`src/rtl/divisor_sequencial_8bits_pkg.sv`:
```
// Shared definitions for the sequential 8-bit divider: state encodings,
// datapath width and the index of the final iteration.
package divisor_sequencial_8bits_pkg;

  localparam int DIV_WIDTH = 8;
  localparam logic [2:0] DIV_LAST_ITER = 3'd7;

  typedef enum logic [1:0] {
    IDLE = 2'd0,
    RUN  = 2'd1,
    DONE = 2'd2
  } div_state_t;

endpackage

```
`src/rtl/somador_algebrico_8bits.sv`:
```
// 8-bit algebraic adder: adds or subtracts b from a, and reports the
// unsigned magnitude comparison of the two operands.
module somador_algebrico_8bits (
  input  logic [7:0] a,
  input  logic [7:0] b,
  input  logic       sum_subtract,
  output logic [7:0] a_plus_b_or_a_minus_b,
  output logic       b_greater_than_a,
  output logic       a_equals_b
);

  // sum_subtract = 1 selects a - b (two's complement add of ~b + 1)
  always_comb begin
    a_plus_b_or_a_minus_b = sum_subtract ? (a - b) : (a + b);
    b_greater_than_a      = (b > a);
    a_equals_b            = (a == b);
  end

endmodule

```
`src/rtl/divisor_sequencial_8bits.sv`:
```
// Sequential 8-bit unsigned restoring divider. One quotient bit per cycle,
// using a shared algebraic adder fixed in subtract mode.
module divisor_sequencial_8bits
  import divisor_sequencial_8bits_pkg::*;
(
  input  logic                 clock,
  input  logic                 reset,
  input  logic                 start,
  input  logic [DIV_WIDTH-1:0] dividend,
  input  logic [DIV_WIDTH-1:0] divisor,
  output logic [DIV_WIDTH-1:0] quotient,
  output logic [DIV_WIDTH-1:0] remainder,
  output logic                 busy,
  output logic                 done,
  output logic                 div_by_zero
);

  div_state_t           state_reg;
  logic [2:0]           counter_reg;
  logic [DIV_WIDTH-1:0] r_reg;
  logic [DIV_WIDTH-1:0] q_reg;
  logic [DIV_WIDTH-1:0] d_reg;

  logic [DIV_WIDTH-1:0] shifted;
  logic [DIV_WIDTH-1:0] diff;
  logic                 msb;
  logic                 b_gt;
  logic                 adder_eq_unused;
  logic                 sub_ok;
  logic [DIV_WIDTH-1:0] r_next;
  logic [DIV_WIDTH-1:0] q_next;

  somador_algebrico_8bits u_adder (
    .a                     (shifted),
    .b                     (d_reg),
    .sum_subtract          (1'b1),
    .a_plus_b_or_a_minus_b (diff),
    .b_greater_than_a      (b_gt),
    .a_equals_b            (adder_eq_unused)
  );

  // A set msb means the shifted partial remainder is >= 256 > D, so the
  // subtraction always succeeds and the truncated 8-bit difference is exact.
  always_comb begin
    shifted = {r_reg[DIV_WIDTH-2:0], q_reg[DIV_WIDTH-1]};
    msb     = r_reg[DIV_WIDTH-1];
    sub_ok  = msb | ~b_gt;
    r_next  = sub_ok ? diff : shifted;
    q_next  = {q_reg[DIV_WIDTH-2:0], sub_ok};
  end

  always_ff @(posedge clock or posedge reset) begin
    if (reset) begin
      state_reg   <= IDLE;
      counter_reg <= 3'd0;
      r_reg       <= '0;
      q_reg       <= '0;
      d_reg       <= '0;
      quotient    <= '0;
      remainder   <= '0;
      busy        <= 1'b0;
      done        <= 1'b0;
      div_by_zero <= 1'b0;
    end else begin
      case (state_reg)
        IDLE: begin
          done <= 1'b0;
          busy <= 1'b0;
          if (start) begin
            if (divisor == '0) begin
              quotient    <= 8'hFF;
              remainder   <= dividend;
              div_by_zero <= 1'b1;
              done        <= 1'b1;
              state_reg   <= DONE;
            end else begin
              d_reg       <= divisor;
              q_reg       <= dividend;
              r_reg       <= '0;
              counter_reg <= 3'd0;
              div_by_zero <= 1'b0;
              busy        <= 1'b1;
              state_reg   <= RUN;
            end
          end
        end
        RUN: begin
          r_reg       <= r_next;
          q_reg       <= q_next;
          counter_reg <= counter_reg + 3'd1;
          if (counter_reg == DIV_LAST_ITER) begin
            quotient  <= q_next;
            remainder <= r_next;
            busy      <= 1'b0;
            done      <= 1'b1;
            state_reg <= DONE;
          end
        end
        DONE: begin
          done      <= 1'b0;
          busy      <= 1'b0;
          state_reg <= IDLE;
        end
        default: begin
          done      <= 1'b0;
          busy      <= 1'b0;
          state_reg <= IDLE;
        end
      endcase
    end
  end

endmodule
```
`config.mk`:
```
export PLATFORM = sky130hd
export DESIGN_NAME = divisor_sequencial_8bits
export DESIGN_NICKNAME = d
export VERILOG_FILES = /design/src/rtl/divisor_sequencial_8bits_pkg.sv /design/src/rtl/somador_algebrico_8bits.sv /design/src/rtl/divisor_sequencial_8bits.sv
export SDC_FILE = /design/constraint.sdc
export NUM_CORES = 1
export LEC_CHECK = 0
export ABC_AREA = 0
export CAP_MARGIN = 30
export CORE_MARGIN = 3
export CORE_UTILIZATION = 30
export CTS_BUF_LIST = sky130_fd_sc_hd__clkbuf_16
export DETAILED_ROUTE_END_ITERATION = 8
export HOLD_SLACK_MARGIN = 0.12
export PLACE_DENSITY_LB_ADDON = 0.15
export SETUP_SLACK_MARGIN = 0.4
export SLEW_MARGIN = 20
export SYNTH_ARGS = -nofsm -noshare
export SYNTH_HDL_FRONTEND = slang
export SYNTH_SLANG_ARGS = --single-unit
```
`constraint.sdc`:
```
create_clock -name clock -period 2.8 [get_ports clock]
set_input_delay 0.42 -clock clock [delete_from_list [all_inputs] [get_ports clock]]
set_output_delay 0.42 -clock clock [all_outputs]
set_load 0.01 [all_outputs]
```
==> metrics.yaml <==
fin_worst_skew_ns: 0.006335
antenna_left: 0
irDropWorstVdd_v: 0.0005848
dp_hpwl_mm: 4.643
synth_edf_count: 0
syn_inst: 264
p_leak_nw: 1.437
core-area_mm2: 0.007928
critPathLaunchType: "flip-flop"
ys_seq_area_share_pct: 47.98
worstPathRequired_ns: 2.98
place.gp.congestion: 0.8605
relSlewSlack_pct: 60.30
cts_tree: "built"
worst_slack_ns: 0.4899
grt-ovfl-total: 0
worst_ep_arrival_time_ns: 2.49
powerDensity_mw_per_mm2: 1333
async_reset_ff_share_pct: 100.0
fp.dieH_um: 97.36
vias: 2036
die_w_um: 97.36
r2r_end: "remainder[5]"
avgSynthCellArea_um2: 9.484
drc: 0
syn-num-nets: 294
crit_fanout: 4
run_status: "completed"
grt_setup_unrepaired: "true"
io_pins: 38
diodes: 0
ys.flop_type: "dfrtp_1"
hold_violations: 0
fin_crit_ns: 2.310
drt_iter0_markers: 122
detail_route.first_pass.iterations: 4
reg2reg_from: "q_reg[7]"
maxSlewViolCount: 0
first_global_vias: 2069
grt_pass1_wl_mm: 10.71
max_freq_mhz: 432.9
drive_gt1_share_pct: 12.90
reg2reg_slack_ns: 0.49
hold_path_class: "reg2reg"
setup_viol: 0
dieArea_mm2: 0.009478
maxCapViolCount: 0
wl_per_cell_um: 15.42
slowest_stage: "fa_1"
layout.nets: 339
layoutNonFillerInstCount: 412
synth.distinct_cells: 45
worstPathCellList: "inv_1 > ha_1 > inv_1 > fa_1 > a211oi_4 > o31ai_4 > o21ai_2 > a21oi_1 > o32a_1"
ff2ff_path_depth: 9
crit_cells: 9
fin_util_pct: 40.85
yosysWarnings: 0
tightest_slew_ns: 0.5955
critical_path_buf_inv_count: 2
critPathTopFamily: "compound AO/OA/AOI/OAI gates"
dp.cells: 400
cts-root-buf: "clkbuf_16"
whs_path_depth: 1
synth_seq_cells: 48
cp-end-kind: "flip-flop"
worst-setup-path-type: "reg2reg"
area_growth_pct: 29.34
cts_buffer_depth: 2
clk_latency_ns: 0.29
cts_sinks: 48
numCtsBuffers: 5
antenna_found_initial: 0
max_stage_delay_ns: 0.43
wl_mm: 6.352
hold_path_end: "counter_reg[0]"
syn_area_mm2: 0.002504
start_util_pct: 31.58
fin_crit_sh_pct: 82.50
cts_hold_buf: 0
grt_usage_pct: 13.98
worst_path_most_repeated_cell: "inv_1"
portBuffers: 37
place_ws_ns: 0.3289
row_count: 32
clk_pin_slew_worst_paths_ns: 0.06
cts_htree_levels: 2
via_per_inst: 4.942
min-delay-start: "counter_reg[0]"
grt_max_degree: 27
finalSetupTns_ns: 0
==> per-stage QoR <==
stage	power, mW	hold slack [ns]	instance area (um^2)
3_5_place_dp	3.480	0.4629	3012
5_1_grt	4.689	0.4976	3238
3_3_place_gp	3.464	0.4619	3012
2_1_floorplan	2.765	0.4461	2504
4_1_cts	4.172	0.4819	3176
6_report	4.316	0.4773	3238
==> worst max path at each step <==
stage,start,end
6_report,q_reg[7],remainder[5]
5_1_grt,q_reg[7],remainder[5]
4_1_cts,q_reg[7],remainder[5]
3_5_place_dp,divisor[5],q_reg[7]
3_3_place_gp,divisor[5],q_reg[7]
2_1_floorplan,q_reg[7],remainder[5]
==> cells by family (layout without fill, tap and decap cells) <==
| logic type | count (synthesis) | after routing | synth area share [%] |
|---|---|---|---|
| flops | 48 | 48 | 47.98 |
| compound gates | 71 | 71 | 19.74 |
| buf+inv | 23 | 69 | 3.998 |
| simple gates | 97 | 97 | 16.69 |
| xor+xnor | 4 | 4 | 1.399 |
| fa+ha+maj | 11 | 11 | 5.797 |
| mux | 10 | 10 | 4.398 |
==> power by group <==
group          leakage [nW]  internal (mW)  switching (mW)
Clock                0.0850          0.417           0.257
Combinational         0.784           1.08            1.32
Sequential            0.568           1.01           0.226
Total                  1.44           2.51            1.80
==> layout make-up <==
type,count,area [um^2]
fillers,807,4690
clock buffers,5,125.1
repair buffers,47,457.9
flip-flops and latches,48,1201
multi-input cells,193,1235
inverters,14,52.55
clock inverters,3,38.79
well taps,102,127.6
==> cell usage in the layout (no fill, tap or decap), types with 2 or more instances in the layout <==
| cell | instances |
|---|---|
| a211o_1 | 2 |
| a21oi_1 | 16 |
| a22o_1 | 2 |
| a22oi_2 | 4 |
| a31oi_1 | 14 |
| and3_1 | 3 |
| buf_4 | 9 |
| clkbuf_16 | 5 |
| clkdlybuf4s50_1 | 37 |
| dfrtp_1 | 48 |
| ha_1 | 10 |
| inv_1 | 14 |
| mux2_2 | 8 |
| mux2i_1 | 2 |
| nand2_1 | 35 |
| nand2b_1 | 2 |
| nand3_1 | 5 |
| nor2_1 | 41 |
| nor4_1 | 2 |
| o21a_1 | 2 |
| o21ai_0 | 15 |
| or4_1 | 2 |
| xor2_1 | 4 |
==> routing by layer <==
| metal | part of all wire, % | up-vias | wire length [um] | GRT usage (%) |
|---|---|---|---|---|
| met5 | 0 | - | 0 | 0 |
| met4 | 1.9 | 0 | 119 | 3.940 |
| met3 | 4.4 | 13 | 282 | 3.805 |
| met2 | 43 | 46 | 2701 | 20.28 |
| met1 | 51 | 959 | 3249 | 20.41 |
| li1 | - | 1018 | - | - |
==> repair_timing <==
| item | in CTS | in global routing |
|---|---|---|
| endpoints found under the setup margin | 0 | 14 |
| gates resized for setup | 0 | 7 |
| buffers inserted | 0 | 4 |
==> synth_stat cells, types with 2 or more instances <==
| master | number | share of area, % |
|---|---|---|
| o21a_1 | 3 | 0.90 |
| a31oi_1 | 14 | 3.5 |
| a22oi_1 | 4 | 1.2 |
| a21oi_1 | 16 | 3.2 |
| dfrtp_1 | 48 | 48 |
| nor4_1 | 2 | 0.50 |
| a22o_1 | 2 | 0.70 |
| and3_1 | 3 | 0.75 |
| ha_1 | 10 | 5.0 |
| mux2i_1 | 2 | 0.80 |
| nand2_1 | 35 | 5.2 |
| o21ai_0 | 15 | 3.0 |
| nand3_1 | 5 | 1.0 |
| nand2b_1 | 2 | 0.50 |
| a211o_1 | 2 | 0.70 |
| buf_4 | 3 | 0.90 |
| buf_2 | 2 | 0.40 |
| nor2_1 | 41 | 6.1 |
| o21ai_1 | 2 | 0.40 |
| clkbuf_1 | 4 | 0.60 |
| or4_1 | 2 | 0.60 |
| inv_1 | 14 | 2.1 |
| mux2_2 | 8 | 3.6 |
| xor2_1 | 4 | 1.4 |
No activity file was read; power rests on OpenSTA's default activity.
